===== config.mk =====
export PLATFORM = sky130hd
export DESIGN_NAME = read_address_counter
export DESIGN_NICKNAME = d
export VERILOG_FILES = /design/src/rtl/read_address_counter.sv
export SDC_FILE = /design/constraint.sdc
export NUM_CORES = 1
export LEC_CHECK = 0
export CORE_UTILIZATION = 54
export CTS_BUF_LIST = sky130_fd_sc_hd__clkbuf_2
export CTS_CLUSTER_SIZE = 24
export DETAILED_ROUTE_END_ITERATION = 10
export GPL_TIMING_DRIVEN = 0
export PLACE_DENSITY = 0.81
export SLEW_MARGIN = 40
export SYNTH_ARGS = -nofsm -noshare
export SYNTH_HDL_FRONTEND = slang
export SYNTH_SLANG_ARGS = --single-unit

===== constraint.sdc =====
create_clock -name clk -period 4.29 [get_ports clk]
set_input_delay 0.858 -clock clk [delete_from_list [all_inputs] [get_ports clk]]
set_output_delay 0.858 -clock clk [all_outputs]
set_load 0.02 [all_outputs]

===== src/rtl/read_address_counter.sv =====
// Read-side pointer for a small register file: one-hot read ring, occupancy
// tracking against write pulses, registered read address with a valid strobe.
module read_address_counter #(
  parameter int DEPTH = 15
) (
  input  logic       clk,
  input  logic       rst,
  input  logic       Start,
  input  logic       wr_en,
  input  logic       rd_req,
  output logic [3:0] ReadReg,
  output logic       rd_valid,
  output logic       empty,
  output logic       full,
  output logic [3:0] count,
  output logic       overflow
);

  localparam logic [3:0] DEPTH_L = 4'(DEPTH);

  logic [DEPTH-1:0] ring_q, ring_d;
  logic [3:0]       read_reg_q, read_reg_d;
  logic             rd_valid_q, rd_valid_d;
  logic [3:0]       count_q, count_d;
  logic             overflow_q, overflow_d;

  logic             empty_w, full_w, rd_acc, wr_acc;
  logic [3:0]       ptr_addr;

  assign empty_w = (count_q == 4'd0);
  assign full_w  = (count_q == DEPTH_L);
  assign rd_acc  = Start && rd_req && !empty_w;
  // A read in the same cycle frees the slot the write would otherwise lack.
  assign wr_acc  = Start && wr_en && (!full_w || rd_acc);

  always_comb begin
    ptr_addr = '0;
    for (int k = 0; k < DEPTH; k++)
      if (ring_q[k]) ptr_addr = ptr_addr | 4'(k);
  end

  always_comb begin
    ring_d     = ring_q;
    read_reg_d = read_reg_q;
    rd_valid_d = rd_acc;
    count_d    = count_q;
    overflow_d = overflow_q;
    if (rd_acc) begin
      read_reg_d = ptr_addr;
      ring_d     = {ring_q[DEPTH-2:0], ring_q[DEPTH-1]};
    end
    if (wr_acc && !rd_acc)      count_d = count_q + 4'd1;
    else if (rd_acc && !wr_acc) count_d = count_q - 4'd1;
    if (Start && wr_en && full_w && !rd_acc) overflow_d = 1'b1;
  end

  always_ff @(posedge clk) begin
    if (rst) begin
      ring_q     <= DEPTH'(1);
      read_reg_q <= '0;
      rd_valid_q <= 1'b0;
      count_q    <= '0;
      overflow_q <= 1'b0;
    end else begin
      ring_q     <= ring_d;
      read_reg_q <= read_reg_d;
      rd_valid_q <= rd_valid_d;
      count_q    <= count_d;
      overflow_q <= overflow_d;
    end
  end

  assign ReadReg  = read_reg_q;
  assign rd_valid = rd_valid_q;
  assign count    = count_q;
  assign empty    = empty_w;
  assign full     = full_w;
  assign overflow = overflow_q;

endmodule


# Yosys cells after proc, flatten, opt, wreduce, memory -nomap -nowiden
# Cells that the tools add are included.
# op_classes
n_addsub	2
eq_ne	1
n_mux	16
n_reduce_logical	15
# ops
operator	n
$mux W4	9
$mux W3	4
$logic_and A1 B1 Y1	8
$add A4 B1 Y4 const B	1
$eq A4 B4 Y1 const B	1
$logic_not A1 Y1	4
$logic_not A4 Y1	1
$mux W2	2
$sub A4 B1 Y4 const B	1
$reduce_bool A2 Y1	1
$logic_or A1 B1 Y1	1
$mux W1	1
# word_totals
ff_bits	25
output_inout_bits	12
elab_cells	39

# Longest topological paths before layout
# logic_depth
depth_word	14
mapped_depth	11
mapped_depth_nobuf	10

# Worst setup path before layout
# No wires, ideal clock.
# synth_timing
path_type	input to register
start	input Start
end	register count_q[3] (netlist: count[3])
setup_time_ns	0.121
t_arrival_ns	2.641
path_slack_ns	1.528
cell_stages	11
n_path_buf	1
path_cell_list	nand2_1 > nor2_4 > inv_6 > buf_12 > ha_1 > inv_1 > ha_1 > a21oi_1 > a211oi_1 > a31oi_1 > mux2_2
# synth_between
elab_chain_len	7
# synth_rtl
item	line	rtl
start: declaration	8	input logic Start,
$logic_and A1 B1 Y1 (2 in a row)	32	assign rd_acc = Start && rd_req && !empty_w;
$logic_or A1 B1 Y1	34	assign wr_acc = Start && wr_en && (!full_w || rd_acc);
$logic_and A1 B1 Y1	34	
$logic_not A1 Y1	53	else if (rd_acc && !wr_acc) count_d = count_q - 4'd1;
$logic_and A1 B1 Y1	53	
$reduce_bool A2 Y1 (no line)	-	
end signal: assignment	68	count_q <= count_d;
end: declaration	24	logic [3:0] count_q, count_d;
# Several ways; a longest one is shown, not always the timed one.
# A chain may end at the register's enable or synchronous reset.

# Worst setup path in the final report
# Ends and elaborated chain as after synthesis.

==> results.py <==
metrics = {
    "drt": {
        "wl_per_cell_um": 12.6,
        "drc": 0,
        "initialDrtViolationCount": 15,
        "drt-total-wl_um": 2130,
        "vias_per_cell": 5.36,
        "vias": 912,
        "first_pass_iters": 4,
        "drtAntennaViolNets": 0,
    },
    "min_path": {
        "hp-class": "reg2reg",
        "holdPathStages": 2,
    },
    "floorplan": {
        "die_y_um": 47.4,
        "die_w_um": 47.4,
        "start_util_pct": 57.4,
        "row_count": 16,
        "die-area_mm2": 0.00225,
        "io_pins": 17,
        "core-area_mm2": 0.00194,
    },
    "placement": {
        "gp_congestion": 0.812,
        "place_ws_ps": 811,
        "hpwl_um": 1600,
        "io_buffers": 15,
        "post_dp_cell_area_mm2": 0.00130,
        "placed_cells": 166,
    },
    "final_layout": {
        "fillerInstances": 168,
        "drive_gt1_share_pct": 17.5,
        "design_area_mm2": 0.00132,
        "diodes": 0,
        "multiInputGateArea_um2": 551,
        "register_area_um2": 500,
        "final_core_util_pct": 68.0,
        "fin_cells": 170,
        "num-nets-final": 153,
        "areaGrowthSynthToFinish_pct": 18.5,
    },
    "yosys": {
        "avgSynthCellArea_um2": 8.99,
        "synth.ff_latch_count": 25,
        "yosysSeqAreaShare_pct": 44.9,
        "synth_area_mm2": 0.00111,
        "synth_nets": 133,
        "ys_warn_count": 0,
        "synthCells": 124,
        "synthDistinctLibCells": 31,
    },
    "clock_network": {
        "clock_latency_ps": 350,
        "post_cts_buffers": 0,
        "numCtsBuffers": 3,
        "clock_path_buffers": 2,
        "cts_resized": 0,
        "htreeDepth": 1,
        "clk_pin_slew_worst_paths_ps": 240,
        "cts_tree": "done",
        "ctsRootBufferMaster": "clkbuf_2",
        "cts.sinks": 25,
        "cts_hold_buffers": 0,
    },
    "sta": {
        "max_freq_mhz": 326,
        "slew_violations": 0,
        "fin_setup_tns_ps": 0,
        "finalClockSkew_ps": 10.3,
        "rsz0062_at_grt": "false",
        "period_share_pct": 71.5,
        "max_slew.worst_pin.slew_ps": 555,
        "period_minus_slack_ps": 3070,
        "slew-limit-headroom_pct": 63.0,
        "hold_violations": 0,
        "fin_ws_ps": 1220,
        "finalSetupViolCount": 0,
    },
    "worst_setup_path": {
        "crit_family": "buffers and inverters",
        "path_common_cell": "ha_1",
        "crit_slowest_cell": "clkdlybuf4s50_1",
        "crit_buf_inv": 4,
        "crit_cells": 12,
        "crit_path_end_kind": "flop",
        "slowest_delay_ps": 500,
        "r2r_cells": 11,
        "required_ps": 4560,
        "crit_type": "in2reg",
        "cp_max_fo": 10,
        "cp.arrival_ps": 3340,
        "start_kind": "input port",
        "path_cells": "clkdlybuf4s50_1 > nand2_1 > nor2_4 > inv_6 > buf_12 > ha_1 > inv_1 > ha_1 > a21oi_1 > a211oi_1 > a31oi_1 > mux2_2",
    },
    "grt": {
        "grt_max_degree": 16,
        "grt_pass1_wl_um": 3420,
        "grt.total_usage_pct": 22.0,
        "antenna_found_initial": 0,
        "first_global_vias": 820,
        "overflow": 0,
    },
    "run_status": {
        "status": "completed",
    },
    "pwr": {
        "power_density_mw_per_mm2": 474,
        "peakVddDrop_mv": 0.391,
        "p_leak_uw": 0.000452,
    },
    "flow_run": {
        "maxCapViolCount": 0,
    },
}
cell type report:
type	instances	area share, %
Multi-Input combinational cell	90	41.7
Sequential cell	25	37.9
Timing Repair Buffer	15	11.4
Buffer	7	3.88
Tap cell	27	2.56
Clock buffer	3	1.14
Inverter	2	0.947
Clock inverter	1	0.568
metal layers:
| metal | part of all wire (%) | track usage (%) | up-vias |
|---|---|---|---|
| met5 | 0 | 0 | - |
| met4 | 1.7 | 9.71 | 0 |
| met3 | 5.8 | 3.40 | 4 |
| met2 | 44 | 35.6 | 31 |
| met1 | 48 | 29.2 | 417 |
| li1 | - | - | 460 |
final timing paths:
| check | from | to | slack (ps) |
|---|---|---|---|
| setup / recovery | Start | count[3] | 1220 |
| hold / removal | ring_q[0] | ring_q[1] | 480 |
| setup reg to reg | count[0] | count[3] | 1620 |
| hold reg to reg | ring_q[0] | ring_q[1] | 480 |
state kept, by name, indices dropped and copies added (netlist names):
register	flops
count	4
ReadReg	4
ring_q	15
rd_valid	1
overflow	1
worst min-delay path, stage by stage, from the launching register on:
cell and delay [ps]:
dfxtp_1 370, nand2_1 50, a21oi_1 60
metrics by stage:
step	power (µW)	hold slack, ps
floorplan	455	432
global placement	530	441
detailed placement	540	456
CTS	630	487
global route	660	496
finish	627	480
synth_stat cells:
master,instances,area [µm²]
nor4_1,4,25.0
nand3_1,1,5.00
mux2_2,1,11.3
fa_1,1,20.0
nand3b_1,1,7.51
nand2_1,25,93.8
nand2_2,7,43.8
ha_1,3,37.5
nor4_4,1,21.3
buf_2,1,5.00
mux2i_1,1,10.0
xor2_1,1,8.76
nor2_4,1,11.3
a21oi_2,7,61.3
buf_6,1,11.3
inv_6,1,8.76
and2_1,1,6.26
a211oi_1,1,7.51
nor2b_1,1,6.26
and4_1,1,8.76
a31oi_1,2,12.5
inv_1,1,3.75
nor3_1,3,15.0
xnor2_1,1,8.76
dfxtp_1,25,500
clkbuf_1,3,11.3
buf_12,1,20.0
a21oi_1,9,45.0
buf_1,1,3.75
a311oi_1,4,35.0
nor2_1,13,48.8
cell usage in the layout, fill, tap and decap left out, drive strengths merged, types with 2 or more instances in the layout:
master         instances
clkbuf                 6
nor3                   3
buf                    4
a21oi                 16
clkdlybuf4s50         15
nor4                   5
nor2                  14
inv                    2
a311oi                 4
a31oi                  2
nand2                 32
dfxtp                 25
ha                     3
report_power, final:
part | switching, µW | internal (µW) | total (µW)
sequential | 31.3 | 258 | 289
clock | 72.7 | 21.6 | 94.3
combinational | 127 | 116 | 244
total | 231 | 396 | 627
cells by family after synthesis:
group	share of synthesized area [%]
AO/OA/AOI/OAI	14.5
adder cells (fa/ha/maj)	5.16
multiplexers	1.91
AND/OR/NAND/NOR	26.3
flip-flops	44.9
XOR/XNOR	1.57
buffers and inverters	5.72
Power figures use the tool's default switching activity.
==> RTL change 1: new RTL, same flow settings <==
`DEPTH`: 15 -> 17.
--- a/src/rtl/read_address_counter.sv
+++ b/src/rtl/read_address_counter.sv
@@ -3,3 +3,3 @@
 module read_address_counter #(
-  parameter int DEPTH = 15
+  parameter int DEPTH = 17
 ) (
Function: changed (Yosys sat finds a counterexample within 4 cycles, from zero or initial values and one cycle with rst high).
==> RTL change 1 against the unedited design <==
  * Design area up 4.4%
  * Synthesized cell count up 8.9%
  * Wire length up 19%
  * Synthesized area is 5.4% higher
  * Setup slack worse by 0.11 ns
  * First-iteration DRC count is 93% higher
  * Hold slack got worse by 0.0027 ns
  * Sequential cell count rose by 2
  * Highest routed layer unchanged
Power is not compared: it rests on default switching activity, and its combinational part moved more than twofold at a synthesized area within 25%.
==> RTL change 1: results (changes against the unedited design) <==
| Metric | Value |
|---|---|
| Slew headroom | `69.1% (was 63.0%)` |
| Syn Nets | `144 (was 133)` |
| Commonest cells post-synth | `dfxtp_1 (27), a21oi_1 (23), nand3_1 (16) (was dfxtp_1 (25), nand2_1 (25), nor2_1 (13))` |
| Post-route cell area | `0.00138 mm2 (was 0.00132 mm2)` |
| GRT Total Usage | `22.9% (was 22.0%)` |
| Largest net degree at the start of global routing | `15 (was 16)` |
| Min cycle time layout | `3.18 ns (was 3.07 ns)` |
| Crit path from | `count[1]$_SDFFE_PP0P_ (was Start)` |
| Vias/cell | `5.99 (was 5.36)` |
| Worst setup endpoint | `empty (was count[3]$_SDFFE_PP0P_)` |
| Final net count | `164 (was 153)` |
| Count of cell types in the netlist | `32 (was 31)` |
| Fill cell count | `176 (was 168)` |
| Status | `finished clean (unchanged)` |
| Register-to-Register Setup Slack | `1.48 ns (was 1.62 ns)` |
| Initial DRC Count | `29 (was 15)` |
| Gp weighted congestion | `0.837 (was 0.812)` |
| Vias in the first global route | `927 (was 820)` |
| Layout cells sized above 1 | `6.49% (was 17.5%)` |
| HP Start | `overflow$_SDFFE_PP0P_ (was ring_q[0]$_SDFFE_PP1N_)` |
| Wire length per cell | `14.1 um (was 12.6 um)` |
| First-pass GRT wire length | `4.24 mm (was 3.42 mm)` |
| Post-synthesis sequential area ratio | `46.0% (was 44.9%)` |
| Clock Skew | `0.00579 ns (was 0.0103 ns)` |
| Crit path arrival time | `2.32 ns (was 3.34 ns)` |
-- RTL change 1: worst min path at each step --
stage                                         end  slack (ns)  cells past startpoint
after global placement      overflow$_SDFFE_PP0P_        0.43                      2
after detailed placement    overflow$_SDFFE_PP0P_        0.46                      2
final                       overflow$_SDFFE_PP0P_        0.48                      2
after floorplan            ring_q[0]$_SDFFE_PP1N_        0.43                      1
after CTS                   overflow$_SDFFE_PP0P_        0.48                      2
after global routing      ring_q[16]$_SDFFE_PP0N_        0.51                      2
-- RTL change 1: stage by stage --
step | power [mW] | hold slack (ns) | std cells
after CTS | 0.916 | 0.482 | 181
final | 0.914 | 0.477 | 181
after global placement | 0.808 | 0.434 | 177
after floorplan | 0.661 | 0.435 | 135
after detailed placement | 0.823 | 0.457 | 177
after global routing | 0.978 | 0.514 | 181
-- RTL change 1: layout make-up --
type                            instances  share of cell area [%]
Buffer                                  9                    3.09
Clock buffer                            4                    1.45
Inverter                                5                    1.54
Multi-Input combinational cell         94                    41.4
Sequential cell                        27                    39.2
Tap cell                               27                    2.45
Timing Repair Buffer                   15                    10.9
-- RTL change 1: logic make-up after synthesis --
kind of cell	Yosys count	share of synthesized area (%)
buf+inv	14	5.43
flops	27	46.0
fa+ha+maj	4	4.26
xor+xnor	2	1.49
simple gates	38	17.9
mux	3	2.66
compound gates	47	22.3
-- RTL change 1: power by group through the flow --
stage,logic [mW],clock network [mW],registers [mW]
after floorplan,0.302,0,0.359
after global placement,0.482,0,0.326
after detailed placement,0.491,0,0.331
after CTS,0.493,0.0962,0.326
after global routing,0.538,0.108,0.332
final,0.494,0.0940,0.326
-- RTL change 1: worst min-delay path, delay by kind of cell, from the launching register on --
family | cells | cell delay [ns]
flip-flops | 1 | 0.36
AO/OA/AOI/OAI | 1 | 0.06
buffers and inverters | 1 | 0.05
-- RTL change 1: layer usage --
| layer | up-vias | global-route usage [%] | wire, um |
|---|---|---|---|
| li1 | 535 | - | - |
| met1 | 530 | 30.2 | 1200 |
| met2 | 18 | 37.3 | 1250 |
| met3 | 2 | 3.77 | 81 |
| met4 | 0 | 8.82 | 11 |
| met5 | - | 0 | 0 |
==> RTL change 2: new RTL, same flow settings <==
Made on the original files. Put one more register stage on the output `count`, cleared by the reset. The value now appears one clock later. The other outputs are not delayed to match.
--- a/src/rtl/read_address_counter.sv
+++ b/src/rtl/read_address_counter.sv
@@ -74,3 +74,9 @@
   assign rd_valid = rd_valid_q;
-  assign count    = count_q;
+  always_ff @(posedge clk) begin
+    if (rst) begin
+      count <= '0;
+    end else begin
+      count <= count_q;
+    end
+  end
   assign empty    = empty_w;
Behaviour: not the same (a bounded check fails within 4 cycles, from zero or initial values and one cycle with rst high).
==> RTL change 2 against the unedited design <==
  * Count of clock-buffer cells in the layout rose by 3
  * Synthesized area rose by 8.9%
  * Wire length grew 3.5%
  * Maximum frequency is 1.9% lower
  * Power grew 9.8%
  * Design area up 9.1%
  * Setup slack worse by 0.061 ns
  * Sequential cell count grew 4
==> RTL change 2: results (changes against the unedited design) <==
| Metric | Value |
|---|---|
| Clk Latency, worst-skew pair | `~0.34 ns` |
| Largest fanout on the critical path | `10 (unchanged)` |
| Vias in the first global route | `900 (was 820)` |
| Clock Skew | `0.0120 ns (was 0.0103 ns)` |
| IO buf count | `16 (was 15)` |
| Hold Crit Class | `register to register (unchanged)` |
| First-pass GRT wire length | `3.86 mm (was 3.42 mm)` |
| Hold depth | `2 (unchanged)` |
| Gp weighted congestion | `0.834 (was 0.812)` |
| Vias post-DR | `975 (was 912)` |
| GRT Total Usage | `21.5% (was 22.0%)` |
| Synthesis Warnings | `0 (unchanged)` |
| Clock slew at reported path FFs | `0.13 ns (was 0.24 ns)` |
| Final WL | `2.21 mm (was 2.13 mm)` |
| Commonest cells post-synth | `dfxtp_1 (29), nand2_1 (25), nor2_1 (13) (was dfxtp_1 (25), nand2_1 (25), nor2_1 (13))` |
| Post-CTS Resized | `0 (unchanged)` |
| Post-CTS Setup Inserts | `0 (unchanged)` |
| Pleak | `0.509 nW (was 0.452 nW)` |
| Max reg flops | `15 (unchanged)` |
| Mux contribution to synthesized area | `1.75% (was 1.91%)` |
| Slew headroom | `63.3% (was 63.0%)` |
| TritonRoute pass-1 iters | `4 (unchanged)` |
| Synth Area in Adders | `4.74% (was 5.16%)` |
| Reg with most FFs | `ring_q (unchanged)` |
| Depth of the most critical reg-to-reg path | `11 (unchanged)` |
| Compound-gate portion of the synthesized area | `13.3% (was 14.5%)` |
| Setup WS pre-CTS | `0.807 ns (was 0.811 ns)` |
| Layout cells sized above 1 | `17.5% (about the same)` |
| Post-synthesis sequential area ratio | `47.8% (was 44.9%)` |
| CTS root buf | `clkbuf_2 (unchanged)` |
| Syn Nets | `140 (was 133)` |
| Largest net degree at the start of global routing | `11 (was 16)` |
| Final net count | `163 (was 153)` |
| CTS H-tree depth | `2 (was 1)` |
| Total CTS buffers | `5 (was 3)` |
| Post-synthesis xor/xnor area fraction | `1.44% (was 1.57%)` |
| Status | `finished clean (unchanged)` |
| Count of cell types in the netlist | `30 (was 31)` |
| Fill cell count | `171 (was 168)` |
| Clk buf depth | `2 (unchanged)` |
| Initial DRC Count | `15 (unchanged)` |
| Dpl hpwl | `1.66 mm (was 1.60 mm)` |
| Top cells by area, synth | `dfxtp_1 (48%), nand2_1 (7.7%), a21oi_2 (5.1%) (was dfxtp_1 (45%), nand2_1 (8.4%), a21oi_2 (5.5%))` |
| Ys async rst share | `0% (unchanged)` |
| VDD IR-drop max | `0.000331 V (was 0.000391 V)` |
| Crit path arrival time | `3.38 ns (was 3.34 ns)` |
| Initial antenna violation count | `0 (unchanged)` |
| Antenna diodes | `0 (unchanged)` |
## RTL change 2: worst max-delay path: stages
cell,delay (ns)
clkdlybuf4s50_1,0.50
nand2_1,0.12
nor2_4,0.21
inv_6,0.08
buf_12,0.15
ha_1,0.21
inv_1,0.13
ha_1,0.29
a21oi_1,0.21
a211oi_1,0.10
a31oi_1,0.17
mux2_2,0.34
## RTL change 2: layout make-up
class,count,area share (%)
Multi-Input combinational cell,93,39.5
Clock inverter,1,0.260
Buffer,7,3.56
Clock buffer,6,2.08
Tap cell,27,2.34
Timing Repair Buffer,16,11.1
Inverter,2,0.868
Sequential cell,29,40.3
## RTL change 2: report_power, final
group          leakage (nW)  total, mW  switching, mW  internal, mW
Combinational         0.247      0.233          0.121         0.112
Clock                0.0265      0.123         0.0846        0.0380
Sequential            0.236      0.333         0.0323         0.301
## RTL change 2: layer usage
metal  GRT usage (%)  routed length, um  up-vias
met5               0                  0        -
met4            11.9                 43        0
met3            6.85                123        5
met2            33.3                984       27
met1            26.2               1060      448
li1                -                  -      495
## RTL change 2: worst paths after layout
kind / to / start / slack (ns)
max: count_q[3]$_SDFFE_PP0P_ / Start / 1.16
min: ring_q[9]$_SDFFE_PP0N_ / ring_q[8]$_SDFFE_PP0N_ / 0.49
min reg2reg: ring_q[9]$_SDFFE_PP0N_ / ring_q[8]$_SDFFE_PP0N_ / 0.49
max reg2reg: count_q[3]$_SDFFE_PP0P_ / count_q[0]$_SDFFE_PP0P_ / 1.60
## RTL change 2: metrics by stage
stage	hold WS, ns	total power, mW	cells	cell area, um2
global placement	0.453	0.563	174	1410
finish	0.488	0.688	181	1440
detailed placement	0.463	0.573	174	1410
floorplan	0.440	0.498	131	1210
global route	0.511	0.732	181	1440
CTS	0.490	0.693	181	1440
